**config.mk**
```make
export PLATFORM = sky130hd
export DESIGN_NAME = cpu_multicycle_ctrl
export DESIGN_NICKNAME = d
export VERILOG_FILES = /design/src/rtl/cpu_multicycle_ctrl.sv
export SDC_FILE = /design/constraint.sdc
export NUM_CORES = 1
export LEC_CHECK = 0
export ABC_CLOCK_PERIOD_IN_PS = 1250
export CORE_UTILIZATION = 37
export CTS_BUF_LIST = sky130_fd_sc_hd__clkbuf_8
export DETAILED_ROUTE_END_ITERATION = 10
export PLACE_DENSITY_LB_ADDON = 0.1
export SLEW_MARGIN = 20
export SYNTH_ARGS = -nofsm -noshare
export SYNTH_HDL_FRONTEND = slang
export SYNTH_SLANG_ARGS = --single-unit
```
**constraint.sdc**
```tcl
create_clock -name clk -period 1.25 [get_ports clk]
set_input_delay 0.125 -clock clk [delete_from_list [all_inputs] [get_ports clk]]
set_output_delay 0.125 -clock clk [all_outputs]
set_load 0.02 [all_outputs]
```
**src/rtl/cpu_multicycle_ctrl.sv**
```systemverilog
// Multicycle RV32I control FSM: sequences fetch/decode/execute/memory/writeback
// and drives cpu_alu op/operand selects plus datapath enables.
package cpu_alu_pkg;
    typedef enum logic [2:0] {
        ALU_ADD = 3'd0,
        ALU_SUB = 3'd1,
        ALU_AND = 3'd2,
        ALU_OR  = 3'd3,
        ALU_SLT = 3'd4
    } alu_opcode_t;
endpackage

module cpu_multicycle_ctrl
    import cpu_alu_pkg::*;
#(
    parameter bit MEM_HANDSHAKE = 1'b1
) (
    input  logic        clk,
    input  logic        rst,
    input  logic [6:0]  opcode,
    input  logic [2:0]  funct3,
    input  logic        funct7_5,
    input  logic        z_flag,
    input  logic        mem_ready,
    output alu_opcode_t alu_op_sel,
    output logic [1:0]  alu_src_a,
    output logic [1:0]  alu_src_b,
    output logic [1:0]  result_src,
    output logic [1:0]  imm_src,
    output logic        adr_src,
    output logic        ir_write,
    output logic        pc_write,
    output logic        reg_write,
    output logic        mem_write,
    output logic        illegal_instr
);
    localparam logic [3:0] S_FETCH    = 4'd0;
    localparam logic [3:0] S_DECODE   = 4'd1;
    localparam logic [3:0] S_MEMADR   = 4'd2;
    localparam logic [3:0] S_MEMREAD  = 4'd3;
    localparam logic [3:0] S_MEMWB    = 4'd4;
    localparam logic [3:0] S_MEMWRITE = 4'd5;
    localparam logic [3:0] S_EXECUTER = 4'd6;
    localparam logic [3:0] S_EXECUTEI = 4'd7;
    localparam logic [3:0] S_ALUWB    = 4'd8;
    localparam logic [3:0] S_BEQ      = 4'd9;
    localparam logic [3:0] S_JAL      = 4'd10;

    localparam logic [6:0] OP_LW  = 7'b0000011;
    localparam logic [6:0] OP_SW  = 7'b0100011;
    localparam logic [6:0] OP_R   = 7'b0110011;
    localparam logic [6:0] OP_I   = 7'b0010011;
    localparam logic [6:0] OP_BR  = 7'b1100011;
    localparam logic [6:0] OP_JAL = 7'b1101111;

    logic [3:0]  state, state_next;
    logic        rdy;
    alu_opcode_t dec_op;
    logic        alu_legal;
    logic        instr_legal;

    assign rdy = MEM_HANDSHAKE ? mem_ready : 1'b1;

    // funct3 -> ALU op; funct7_5 only selects SUB for R-type
    always_comb begin
        dec_op    = ALU_ADD;
        alu_legal = 1'b1;
        case (funct3)
            3'b000:  dec_op = (opcode == OP_R && funct7_5) ? ALU_SUB : ALU_ADD;
            3'b010:  dec_op = ALU_SLT;
            3'b110:  dec_op = ALU_OR;
            3'b111:  dec_op = ALU_AND;
            default: alu_legal = 1'b0;
        endcase
    end

    always_comb begin
        case (opcode)
            OP_LW, OP_SW, OP_JAL: instr_legal = 1'b1;
            OP_R, OP_I:           instr_legal = alu_legal;
            OP_BR:                instr_legal = (funct3 == 3'b000);
            default:              instr_legal = 1'b0;
        endcase
    end

    always_comb begin
        state_next = state;
        case (state)
            S_FETCH:    if (rdy) state_next = S_DECODE;
            S_DECODE: begin
                if (!instr_legal)             state_next = S_FETCH;
                else if (opcode == OP_LW || opcode == OP_SW) state_next = S_MEMADR;
                else if (opcode == OP_R)      state_next = S_EXECUTER;
                else if (opcode == OP_I)      state_next = S_EXECUTEI;
                else if (opcode == OP_BR)     state_next = S_BEQ;
                else                          state_next = S_JAL;
            end
            S_MEMADR:   state_next = (opcode == OP_LW) ? S_MEMREAD : S_MEMWRITE;
            S_MEMREAD:  if (rdy) state_next = S_MEMWB;
            S_MEMWRITE: if (rdy) state_next = S_FETCH;
            S_EXECUTER, S_EXECUTEI, S_JAL: state_next = S_ALUWB;
            default:    state_next = S_FETCH;
        endcase
    end

    always_ff @(posedge clk) begin
        if (rst) state <= S_FETCH;
        else     state <= state_next;
    end

    // Reset forces every output inactive, including a pending mem_write
    always_comb begin
        alu_op_sel    = ALU_ADD;
        alu_src_a     = 2'b00;
        alu_src_b     = 2'b00;
        result_src    = 2'b00;
        imm_src       = 2'b00;
        adr_src       = 1'b0;
        ir_write      = 1'b0;
        pc_write      = 1'b0;
        reg_write     = 1'b0;
        mem_write     = 1'b0;
        illegal_instr = 1'b0;
        if (!rst) begin
            case (state)
                S_FETCH: begin
                    alu_src_b  = 2'b10;
                    result_src = 2'b10;
                    ir_write   = rdy;
                    pc_write   = rdy;
                end
                S_DECODE: begin
                    alu_src_a     = 2'b01;
                    alu_src_b     = 2'b01;
                    imm_src       = 2'b10;
                    illegal_instr = !instr_legal;
                end
                S_MEMADR: begin
                    alu_src_a = 2'b10;
                    alu_src_b = 2'b01;
                    imm_src   = (opcode == OP_LW) ? 2'b00 : 2'b01;
                end
                S_MEMREAD:  adr_src = 1'b1;
                S_MEMWB: begin
                    result_src = 2'b01;
                    reg_write  = 1'b1;
                end
                S_MEMWRITE: begin
                    adr_src   = 1'b1;
                    mem_write = 1'b1;
                end
                S_EXECUTER: begin
                    alu_src_a  = 2'b10;
                    alu_op_sel = dec_op;
                end
                S_EXECUTEI: begin
                    alu_src_a  = 2'b10;
                    alu_src_b  = 2'b01;
                    alu_op_sel = dec_op;
                end
                S_ALUWB:    reg_write = 1'b1;
                S_BEQ: begin
                    alu_src_a  = 2'b10;
                    alu_op_sel = ALU_SUB;
                    pc_write   = z_flag;
                end
                S_JAL: begin
                    alu_src_a = 2'b01;
                    alu_src_b = 2'b10;
                    imm_src   = 2'b11;
                    pc_write  = 1'b1;
                end
                default: ;
            endcase
        end
    end
endmodule

```
==> results of run 1 <==
## cell usage after synthesis
| library cell | instances |
|---|---|
| clkbuf_1 | 4 |
| nor4_2 | 1 |
| xnor2_1 | 3 |
| o32ai_2 | 1 |
| o21ai_0 | 8 |
| a21boi_0 | 1 |
| nor3b_1 | 2 |
| or2b_1 | 1 |
| or3_1 | 2 |
| nand2_1 | 9 |
| a41oi_1 | 1 |
| nand3_1 | 2 |
| nor4b_1 | 1 |
| a21oi_1 | 4 |
| a32oi_1 | 2 |
| o31ai_2 | 1 |
| nor3_1 | 9 |
| nand4bb_1 | 1 |
| buf_1 | 2 |
| nor4_1 | 3 |
| and2_1 | 3 |
| dfxtp_1 | 4 |
| nor2_1 | 12 |
| inv_1 | 2 |
| o21ai_1 | 1 |
| buf_4 | 1 |
| a211oi_1 | 1 |
| a21o_1 | 1 |
| mux2i_1 | 1 |
| or2_1 | 1 |
| nor2b_1 | 5 |
| and3b_1 | 1 |
| nand3b_1 | 2 |
| nand2b_1 | 4 |
| o211ai_1 | 1 |
| a31oi_1 | 1 |
| or3b_2 | 1 |
## kinds of logic after synthesis
kind of cell | after synthesis | synth area share (%)
AND/OR/NAND/NOR | 60 | 51.84
multiplexers | 1 | 1.553
buffers and inverters | 9 | 5.826
flip-flops | 4 | 12.43
XOR/XNOR | 3 | 4.078
AO/OA/AOI/OAI | 23 | 24.27
## metrics by stage
| step | utilization [%] | setup WS (ps) | cell area (um^2) | setup TNS, ps |
|---|---|---|---|---|
| after detailed placement | 81.46 | -992.8 | 1270 | -12830 |
| after global placement | 81.46 | -976.4 | 1270 | -12240 |
| after floorplan | - | -109.7 | 716.9 | -281.1 |
==> impl_metrics.ini, run 1 <==
[clock_tree]
max-clock-path-buffers = 2
h-tree-depth = 1
cts.repair.resized = 192
cts-buffers-inserted = 3
cts_num_sinks = 4
cts_hold_buffers = 0
cts.repair_timing.setup_buffer_count = 11
clock-root-buffer = clkbuf_8

[synth]
synth.net_count = 115
post_syn_area_um2 = 644.4
yosysWarningCount = 0
synth.distinct_cells = 37
seq_area_frac_synth_pct = 12.43
synth_top_area_cell = dfxtp_1
syn-instance-count = 100
syn-mean-instance-area_um2 = 6.444
synth_area_leaders = dfxtp_1, nor3_1, nor2_1
synth-seq-cells = 4
synth_top_area_share_pct = 12.43

[placement]
placed_cells_incl_taps = 176
dp_hpwl_um = 1914
port-buffer-count = 31
gp_congestion = 0.8252

[die]
count_of_boundary_i_o_pins = 32
floorplan.rows = 14
initial_core_util_pct = 41.33
floorplan.die.height_um = 43.73
die_x_um = 43.73

[status]
status = stopped before the end
haltStage = 4_1_cts
toolErrorMsg = [ERROR DPL-0038] Utilization greater than 100%, impossible to legalize
==> run 2: changes to the inputs <==
==> config.mk (replaced) <==
export PLATFORM = sky130hd
export DESIGN_NAME = cpu_multicycle_ctrl
export DESIGN_NICKNAME = d
export VERILOG_FILES = /design/src/rtl/cpu_multicycle_ctrl.sv
export SDC_FILE = /design/constraint.sdc
export NUM_CORES = 1
export LEC_CHECK = 0
export ABC_CLOCK_PERIOD_IN_PS = 1600
export CORE_AREA = 2 2 63 65
export DETAILED_ROUTE_END_ITERATION = 10
export DIE_AREA = 0 0 65 67
export PLACE_DENSITY_LB_ADDON = 0.15
export SLEW_MARGIN = 20
export SYNTH_ARGS = -nofsm -noshare
export SYNTH_HDL_FRONTEND = slang
export SYNTH_SLANG_ARGS = --single-unit
==> constraint.sdc (replaced) <==
create_clock -name clk -period 1.6 [get_ports clk]
set_input_delay 0.16 -clock clk [delete_from_list [all_inputs] [get_ports clk]]
set_output_delay 0.16 -clock clk [all_outputs]
set_load 0.02 [all_outputs]
==> run 2 against run 1 <==
Compared with the run above: the flow now finishes without violations; synthesized cell count unchanged; area after synthesis unchanged.
==> impl_metrics.ini, run 2 <==
[sta]
setup_repair_after_global_routing_missed_its_margin = yes
timing.final.crit_share_pct = 96.59
fin_tns_setup_ps = 0
finalSetupViolCount = 0
timing.fmax_ghz = 0.6471
maxSlewHeadroom_pct = 80.96
worst-slew-pin-transition_ps = 285.5
hold_violation_count_in_the_final_report = 0
final_max_slew_viol_count = 0
finalWorstPathRequiredPeriod_ps = 1545
clock-skew-final_ps = 0.1835

[grt]
gr-usage-all-layers_pct = 12.14
grt_max_degree = 14
grt_antenna_before_repair = 0
grt_pass1_vias = 986
globalRoute.totalOverflow = 0
global_route_wire_length_before_repair_um = 4250

[power_and_ir_drop]
leakage_nw = 0.6333
switching_power_uw = 135.1
internal_power_uw = 367.9
peakVddDrop_mv = 0.1672
power_switching_share_pct = 26.85
pwr_density_cell_nw_per_um2 = 358.3
sequentialPowerShare_pct = 20.5
p_clk_share_pct = 40.5
power.combinational.fraction_pct = 38.9
pnr_total_power_uw = 503.0

[synth]
synth-seq-cells = 4
yosysMostFrequentCell = nor2_1
synth_top_area_share_pct = 12.43
syn-mean-instance-area_um2 = 6.444
yosysWarningCount = 0
synth.net_count = 115
seq_area_frac_synth_pct = 12.43
synth_ff_type = dfxtp_1
synth_top_area_cell = dfxtp_1
synth.distinct_cells = 37
syn-instance-count = 100
synth_area_leaders = dfxtp_1, nor3_1, nor2_1
yosys-top-cells-count = nor2_1, nand2_1, nor3_1, o21ai_0, nor2b_1
postSynth.asyncResetShare_pct = 0
count_of_flip_flops_with_a_built_in_enable_after_synthesis = 0
post_syn_area_um2 = 644.4

[setup_path]
crit_type = input port to primary output
timing.rr.start = state[0]
critical_path_peak_fanout = 5
reg2reg_setup_slack_ps = 270
worstReg2RegEnd = state[2]
timing.critical_path.to_type = primary output
critical_path.startpoint_type = input port
worst-endpoint-arrival_ps = 1390
cp_data_required_time_ps = 1440
ff2ff_path_depth = 6

[min_path]
min_to = state[0]
hold_path.startpoint = opcode[6]
min_path_cells = 6
min_path_type = input port to register

[layout]
most_flop_heavy_register = state
fin_nets = 194
antenna_cells = 0
final_cell_mix = buf_4, buf_2, nor2_1
layout-drive-gt1-share_pct = 50.85
fillCellCount = 414
finalNonFillerCells = 225
layout_top_registers = state x4
layout.cells.most_common = buf_4
area_delta_synth_final_pct = 117.9
largest_reg_flops = 4

[die]
placeableCoreArea_um2 = 3606
die_x_um = 65
die_area_um2 = 4355
initial_core_util_pct = 17.87
floorplan.die.height_um = 67
floorplan.rows = 22
count_of_boundary_i_o_pins = 32

[clock_tree]
clk_pin_slew_worst_paths_ps = 30
clock-root-buffer = clkbuf_8
tritoncts = yes
cts-buffers-inserted = 3
h-tree-depth = 1
cts_hold_buffers = 0
cts_num_sinks = 4
clock_latency_ps = 210
max-clock-path-buffers = 2

[route]
wl_um = 2540
drt_drc_violations_left = 0
ratio_of_routed_vias_to_standard_cells = 4.356
vias = 980
drt.antenna.violating_nets = 0
drt-wirelength-per-cell_um = 11.29
drtIter0Drc = 31
drtPass1Iterations = 4

[placement]
gp_congestion = 0.7246
placed_cells_incl_taps = 217
port-buffer-count = 31
dp_hpwl_um = 2066

[flow_run]
drv.max_cap_violation_count = 0

[status]
status = completed
[run 2: cell counts after synthesis]
Identical to the previous run, type by type.
[run 2: final cells by class]
type,instances,area (um^2),area share [%]
flip-flops and latches,4,83.83,5.971
well taps,48,60.06,4.278
repair buffers,81,623.1,44.38
multi-input cells,87,588.1,41.89
clock buffers,3,41.29,2.941
inverters,2,7.507,0.5348
[run 2: per-layer routing]
layer  GRT usage [%]  wire length (um)  up-vias
met3           1.182               161        4
met1           13.58              1051      428
met5               0                 0        -
li1                -                 -      519
met2           23.97              1317       29
met4           3.457                10        0
[run 2: timing repair]
item	CTS	global route
gates resized for setup	92	23
buffers inserted	5	0
setup endpoints to repair	20	18
pin swaps	10	7
[run 2: worst max-delay path by stage]
stage | start | end | slack [ps] | depth (start not counted)
final | opcode[3] | illegal_instr | 50 | 7
after global routing | opcode[3] | alu_op_sel[0] | -20 | 7
after CTS | state[2] | alu_src_a[1] | 0.5 | 5
after detailed placement | funct3[2] | illegal_instr | -760 | 6
after global placement | funct3[2] | illegal_instr | -710 | 6
after floorplan | state[2] | alu_op_sel[0] | 30 | 4
[run 2: power groups by stage]
| stage | registers, mW | logic (mW) | clock network [mW] |
|---|---|---|---|
| 2_1_floorplan | 0.105 | 0.0685 | 0 |
| 3_3_place_gp | 0.105 | 0.200 | 0 |
| 3_5_place_dp | 0.104 | 0.200 | 0 |
| 4_1_cts | 0.103 | 0.197 | 0.210 |
| 5_1_grt | 0.103 | 0.213 | 0.218 |
| 6_report | 0.103 | 0.196 | 0.204 |
[run 2: stage by stage]
step	instance area [um^2]	hold WS, ps	utilization [%]	setup slack (ps)
3_3_place_gp	1341	750.1	37.20	-710.0
2_1_floorplan	651.9	333.4	-	28.80
5_1_grt	1404	550.7	38.93	-20.78
4_1_cts	1416	515.2	39.28	0.4745
6_report	1404	523.9	38.93	54.59
3_5_place_dp	1341	729.7	37.20	-755.4
[run 2: cells by family after synthesis]
group           synth area share [%]
compound gates                 24.27
buf+inv                        5.826
xor+xnor                       4.078
simple gates                   51.84
flops                          12.43
mux                            1.553
[run 2: critical path, stage by stage]
cell and delay (ps):
clkdlybuf4s15_1 170, nand4bb_1 210, buf_4 190, or2_1 240, o32ai_2 150, nor3b_2 100
buf_4 170
(Power assumes the default switching activity.)
